**src/rtl/axil_mem_master.sv**
```systemverilog
// Bridges a single-request load/store port onto an AXI4-Lite master.
// One transaction in flight; every AXI and response output is driven from a register.
module axil_mem_master #(
    parameter int DATA_WIDTH = 32,
    parameter int ADDR_WIDTH = 16,
    parameter int STRB_WIDTH = DATA_WIDTH / 8
) (
    input  logic                  clk,
    input  logic                  rst,

    input  logic                  req_valid,
    output logic                  req_ready,
    input  logic                  req_we,
    input  logic [ADDR_WIDTH-1:0] req_addr,
    input  logic [DATA_WIDTH-1:0] req_wdata,
    input  logic [STRB_WIDTH-1:0] req_wstrb,

    output logic                  rsp_valid,
    output logic [DATA_WIDTH-1:0] rsp_rdata,
    output logic                  rsp_err,

    output logic [ADDR_WIDTH-1:0] m_axil_awaddr,
    output logic [2:0]            m_axil_awprot,
    output logic                  m_axil_awvalid,
    input  logic                  m_axil_awready,
    output logic [DATA_WIDTH-1:0] m_axil_wdata,
    output logic [STRB_WIDTH-1:0] m_axil_wstrb,
    output logic                  m_axil_wvalid,
    input  logic                  m_axil_wready,
    input  logic [1:0]            m_axil_bresp,
    input  logic                  m_axil_bvalid,
    output logic                  m_axil_bready,
    output logic [ADDR_WIDTH-1:0] m_axil_araddr,
    output logic [2:0]            m_axil_arprot,
    output logic                  m_axil_arvalid,
    input  logic                  m_axil_arready,
    input  logic [DATA_WIDTH-1:0] m_axil_rdata,
    input  logic [1:0]            m_axil_rresp,
    input  logic                  m_axil_rvalid,
    output logic                  m_axil_rready
);

    typedef enum logic [2:0] {
        IDLE,
        WR_ADDR_DATA,
        WR_RESP,
        RD_ADDR,
        RD_DATA
    } state_t;

    state_t                state_reg;
    logic [ADDR_WIDTH-1:0] addr_reg;
    logic [DATA_WIDTH-1:0] wdata_reg;
    logic [STRB_WIDTH-1:0] wstrb_reg;
    logic                  awvalid_reg;
    logic                  wvalid_reg;
    logic                  arvalid_reg;
    logic                  bready_reg;
    logic                  rready_reg;
    logic                  rsp_valid_reg;
    logic                  rsp_err_reg;
    logic [DATA_WIDTH-1:0] rsp_rdata_reg;

    // A channel counts as done once its valid has dropped or it handshakes this cycle.
    logic aw_done;
    logic w_done;
    assign aw_done = !awvalid_reg || m_axil_awready;
    assign w_done  = !wvalid_reg  || m_axil_wready;

    // Only the error bit of the response codes matters here.
    logic unused_resp_bits;
    assign unused_resp_bits = m_axil_bresp[0] ^ m_axil_rresp[0];

    assign req_ready = (state_reg == IDLE) && !rst;

    always_ff @(posedge clk) begin
        if (rst) begin
            state_reg     <= IDLE;
            addr_reg      <= '0;
            wdata_reg     <= '0;
            wstrb_reg     <= '0;
            awvalid_reg   <= 1'b0;
            wvalid_reg    <= 1'b0;
            arvalid_reg   <= 1'b0;
            bready_reg    <= 1'b0;
            rready_reg    <= 1'b0;
            rsp_valid_reg <= 1'b0;
            rsp_err_reg   <= 1'b0;
            rsp_rdata_reg <= '0;
        end else begin
            rsp_valid_reg <= 1'b0;
            case (state_reg)
                IDLE: begin
                    if (req_valid) begin
                        addr_reg  <= req_addr;
                        wdata_reg <= req_wdata;
                        wstrb_reg <= req_wstrb;
                        if (req_we) begin
                            awvalid_reg <= 1'b1;
                            wvalid_reg  <= 1'b1;
                            state_reg   <= WR_ADDR_DATA;
                        end else begin
                            arvalid_reg <= 1'b1;
                            state_reg   <= RD_ADDR;
                        end
                    end
                end
                WR_ADDR_DATA: begin
                    if (awvalid_reg && m_axil_awready) awvalid_reg <= 1'b0;
                    if (wvalid_reg && m_axil_wready)   wvalid_reg  <= 1'b0;
                    if (aw_done && w_done) begin
                        bready_reg <= 1'b1;
                        state_reg  <= WR_RESP;
                    end
                end
                WR_RESP: begin
                    if (m_axil_bvalid) begin
                        bready_reg    <= 1'b0;
                        rsp_valid_reg <= 1'b1;
                        rsp_err_reg   <= m_axil_bresp[1];
                        rsp_rdata_reg <= '0;
                        state_reg     <= IDLE;
                    end
                end
                RD_ADDR: begin
                    if (m_axil_arready) begin
                        arvalid_reg <= 1'b0;
                        rready_reg  <= 1'b1;
                        state_reg   <= RD_DATA;
                    end
                end
                RD_DATA: begin
                    if (m_axil_rvalid) begin
                        rready_reg    <= 1'b0;
                        rsp_valid_reg <= 1'b1;
                        rsp_err_reg   <= m_axil_rresp[1];
                        rsp_rdata_reg <= m_axil_rdata;
                        state_reg     <= IDLE;
                    end
                end
                default: state_reg <= IDLE;
            endcase
        end
    end

    assign m_axil_awaddr  = addr_reg;
    assign m_axil_awprot  = 3'b000;
    assign m_axil_awvalid = awvalid_reg;
    assign m_axil_wdata   = wdata_reg;
    assign m_axil_wstrb   = wstrb_reg;
    assign m_axil_wvalid  = wvalid_reg;
    assign m_axil_bready  = bready_reg;
    assign m_axil_araddr  = addr_reg;
    assign m_axil_arprot  = 3'b000;
    assign m_axil_arvalid = arvalid_reg;
    assign m_axil_rready  = rready_reg;

    assign rsp_valid = rsp_valid_reg;
    assign rsp_rdata = rsp_rdata_reg;
    assign rsp_err   = rsp_err_reg;

endmodule

```
**config.mk**
```make
export PLATFORM = sky130hd
export DESIGN_NAME = axil_mem_master
export DESIGN_NICKNAME = d
export VERILOG_FILES = /design/src/rtl/axil_mem_master.sv
export SDC_FILE = /design/constraint.sdc
export NUM_CORES = 1
export LEC_CHECK = 0
export ABC_AREA = 1
export CORE_MARGIN = 3
export CORE_UTILIZATION = 35
export DETAILED_ROUTE_END_ITERATION = 16
export PLACE_DENSITY = 0.79
export SLEW_MARGIN = 20
export SYNTH_ARGS = -nofsm -noshare
export SYNTH_HDL_FRONTEND = slang
export SYNTH_SLANG_ARGS = --single-unit
```
**constraint.sdc**
```tcl
create_clock -name clk -period 1.4 [get_ports clk]
set_input_delay 0.28 -clock clk [delete_from_list [all_inputs] [get_ports clk]]
set_output_delay 0.28 -clock clk [all_outputs]
set_load 0.02 [all_outputs]
```
==> impl_metrics.toml, run 1 <==
[clock_tree]
cts_hold_buf = 0
cts_max_path_buffers = 2
cts.sinks = 94
ctsRootBufferMaster = "clkbuf_8"
cts_inserted_buffers = 9
cts_tree = "done"
clock_latency_ps = 350
clkTransAtPathRegs_ps = 80
htree_levels = 3

[detailed_routing]
wl_met3_mm = 1.52
wl_met1_mm = 5.11
drt-pass1-iter-count = 6
vias = 4056
highest_layer = "met4"
wl_per_cell_um = 16.0
drc_errors = 0
wl_met2_mm = 6.29
routed_wirelength_mm = 13.1
antenna_left = 0
dr.first_iter.drc_count = 262
avgViaCountPerCell = 4.98

[cells_and_area]
final_cell_mix = "nor2_1, clkdlybuf4s50_1, dfxtp_1"
num-fill-cells = 860
layout_commonest_cell = "nor2_1"
area.sequential_um2 = 1890
drive_gt1_frac = 0.160
syn_to_final_growth_pct = 69.4
layout.nets = 775
multi_input_comb_area_um2 = 1580
antenna_cells = 0

[sta]
min_period_over_period = 1.01
fin_ws_ps = -15.8
max_freq_ghz = 0.706
hold_violations = 0
min_period_ps = 1420
rsz0062_at_grt = "yes"
setup_violations = 1
skew_ps = 7.09
fin_hold_ws_ps = 456
finalMaxSlewViolations = 0

[die]
rows = 36
die_w_um = 109
die_area_um2 = 11900
ioPinCount = 211
die_h_um = 109
core-area_um2 = 10000
initial_core_util = 0.370

[place]
port_buffers = 202
hpwl_mm = 8.39
gp_congestion = 0.837

[logic_synthesis]
synthCells = 475
ys_ff_latch = 94
synthesis.area_um2 = 3710
netlist.top_cell.by_area = "dfxtp_1"
yosysWarnings = 0
syn_area_per_cell_um2 = 7.82
synth_top_cell_area_share = 0.507
synth.distinct_cells = 21
ys_seq_area_frac = 0.507
synth_area_leaders = "dfxtp_1, nor2_1, o21ai_0"

[setup_path]
worstReg2RegEnd = "rsp_rdata[16]"
crit_chain = "buf_4, inv_2, nand4_1, nand2_4, clkbuf_16, nand4_1, a21oi_1"
end_kind = "flip-flop"
cp_data_arrival_time_ps = 1690
reg2reg_from = "state_reg[2]"
start_kind = "flip-flop"
path_max_fanout = 8
slowest_delay_ps = 370
crit_type = "flip-flop to flip-flop"
cp_slowest_cell = "dfxtp_4"
reg2reg_setup_slack_ps = -20
crit_required_ps = 1670
r2r_cells = 7
crit_top_cell = "nand4_1"

[global_routing]
grt_start_max_net_pins = 54
grt_pass1_wl_mm = 18.4
antenna_found_initial = 0
grt_usage = 0.194
first_global_vias = 3860
grt-ovfl-total = 0

[min_path]
hold_depth = 2
worstHoldStart = "m_axil_arvalid"
min_to = "m_axil_arvalid"
hold_class = "flip-flop to flip-flop"

[power_and_ir_drop]
p_total_uw = 10300
leakagePower_uw = 0.00286
p_per_area_nw_per_um2 = 1640
ir_drop_mv = 0.951

[job]
maxCapViolations = 0

[outcome]
violations = "negative setup slack"
status = "finished, violations left"
-- where the power goes --
part / internal (µW) / total [µW] / switching (µW) / leakage (µW)
Clock: 835 / 1710 / 872 / 0.0000958
Sequential: 3220 / 3560 / 334 / 0.000771
Combinational: 2150 / 5080 / 2930 / 0.00199
Total: 6210 / 10300 / 4130 / 0.00286
-- kinds of logic after synthesis --
| kind of cell | synth area share |
|---|---|
| AOI/OAI and AO/OA | 0.131 |
| buffers and inverters | 0.108 |
| DFF | 0.507 |
| other | 0.00101 |
| and+or+nand+nor | 0.253 |
-- worst max path at each step --
stage / slack [ps] / startpoint / endpoint
after CTS: -50 / state_reg[2] / req_ready
final: -20 / state_reg[2] / rsp_rdata[16]
after detailed placement: -350 / m_axil_bvalid / rsp_rdata[17]
after global placement: -300 / rst / req_ready
after global routing: -80 / state_reg[1] / rsp_rdata[6]
after floorplan: 80 / state_reg[1] / rsp_rdata[10]
-- routing by layer --
metal	vias to the layer above	global-route usage
li1	1947	-
met1	1907	0.219
met2	190	0.325
met3	12	0.0787
met4	0	0.0775
met5	-	0
-- synthesized netlist by cell type --
cell type	number
inv_2	4
clkbuf_1	15
buf_2	11
conb_1	1
a21oi_1	39
buf_6	3
dfxtp_1	94
nor2_1	113
o21ai_1	11
o21ai_0	45
nand4_1	35
buf_4	27
nor2_4	3
nand2_2	1
inv_1	10
nand2_4	1
nand3_1	7
nor2_2	1
nand3_2	1
nand2_1	52
o211a_1	1
-- through the flow --
stage	setup TNS, ps	worst slack, ps	std cells	utilization	instance area, µm²
after floorplan	0	83.6	480	-	3730
after global placement	-15450	-302	783	0.579	5810
after detailed placement	-18060	-354	783	0.579	5810
after CTS	-46.3	-46.3	801	0.590	5930
after global routing	-2820	-77.3	815	0.626	6290
final	-15.8	-15.8	815	0.626	6290
-- worst max-delay path, delay by kind of cell (launching register included) --
family	cells	cell delay (ps)
compound gates	1	160
flops	1	370
simple gates	3	440
buf+inv	3	370
-- final cells by class --
class                      count  share of cell area
timing repair buffer         243               0.383
sequential                    94               0.300
multi-input combinational    316               0.252
clock buffer                  15              0.0296
tap                          133              0.0265
inverter                      14             0.00915
-- what timing repair did --
item,CTS,global route
gates cloned,1,8
setup endpoints to repair,166,91
gates resized for setup,122,81
setup buffers,2,6
pin swaps,2,24
Power figures use the tool's default switching activity.
==> inputs of run 2 (changes only) <==
--- a/config.mk
+++ b/config.mk
@@ -6,6 +6,7 @@
 export NUM_CORES = 1
 export LEC_CHECK = 0
 export ABC_AREA = 1
+export CAP_MARGIN = 20
 export CORE_MARGIN = 3
 export CORE_UTILIZATION = 35
 export DETAILED_ROUTE_END_ITERATION = 16
==> results of run 2 <==
Same layout as run 1: the final DEF is identical, and so are final timing and power.
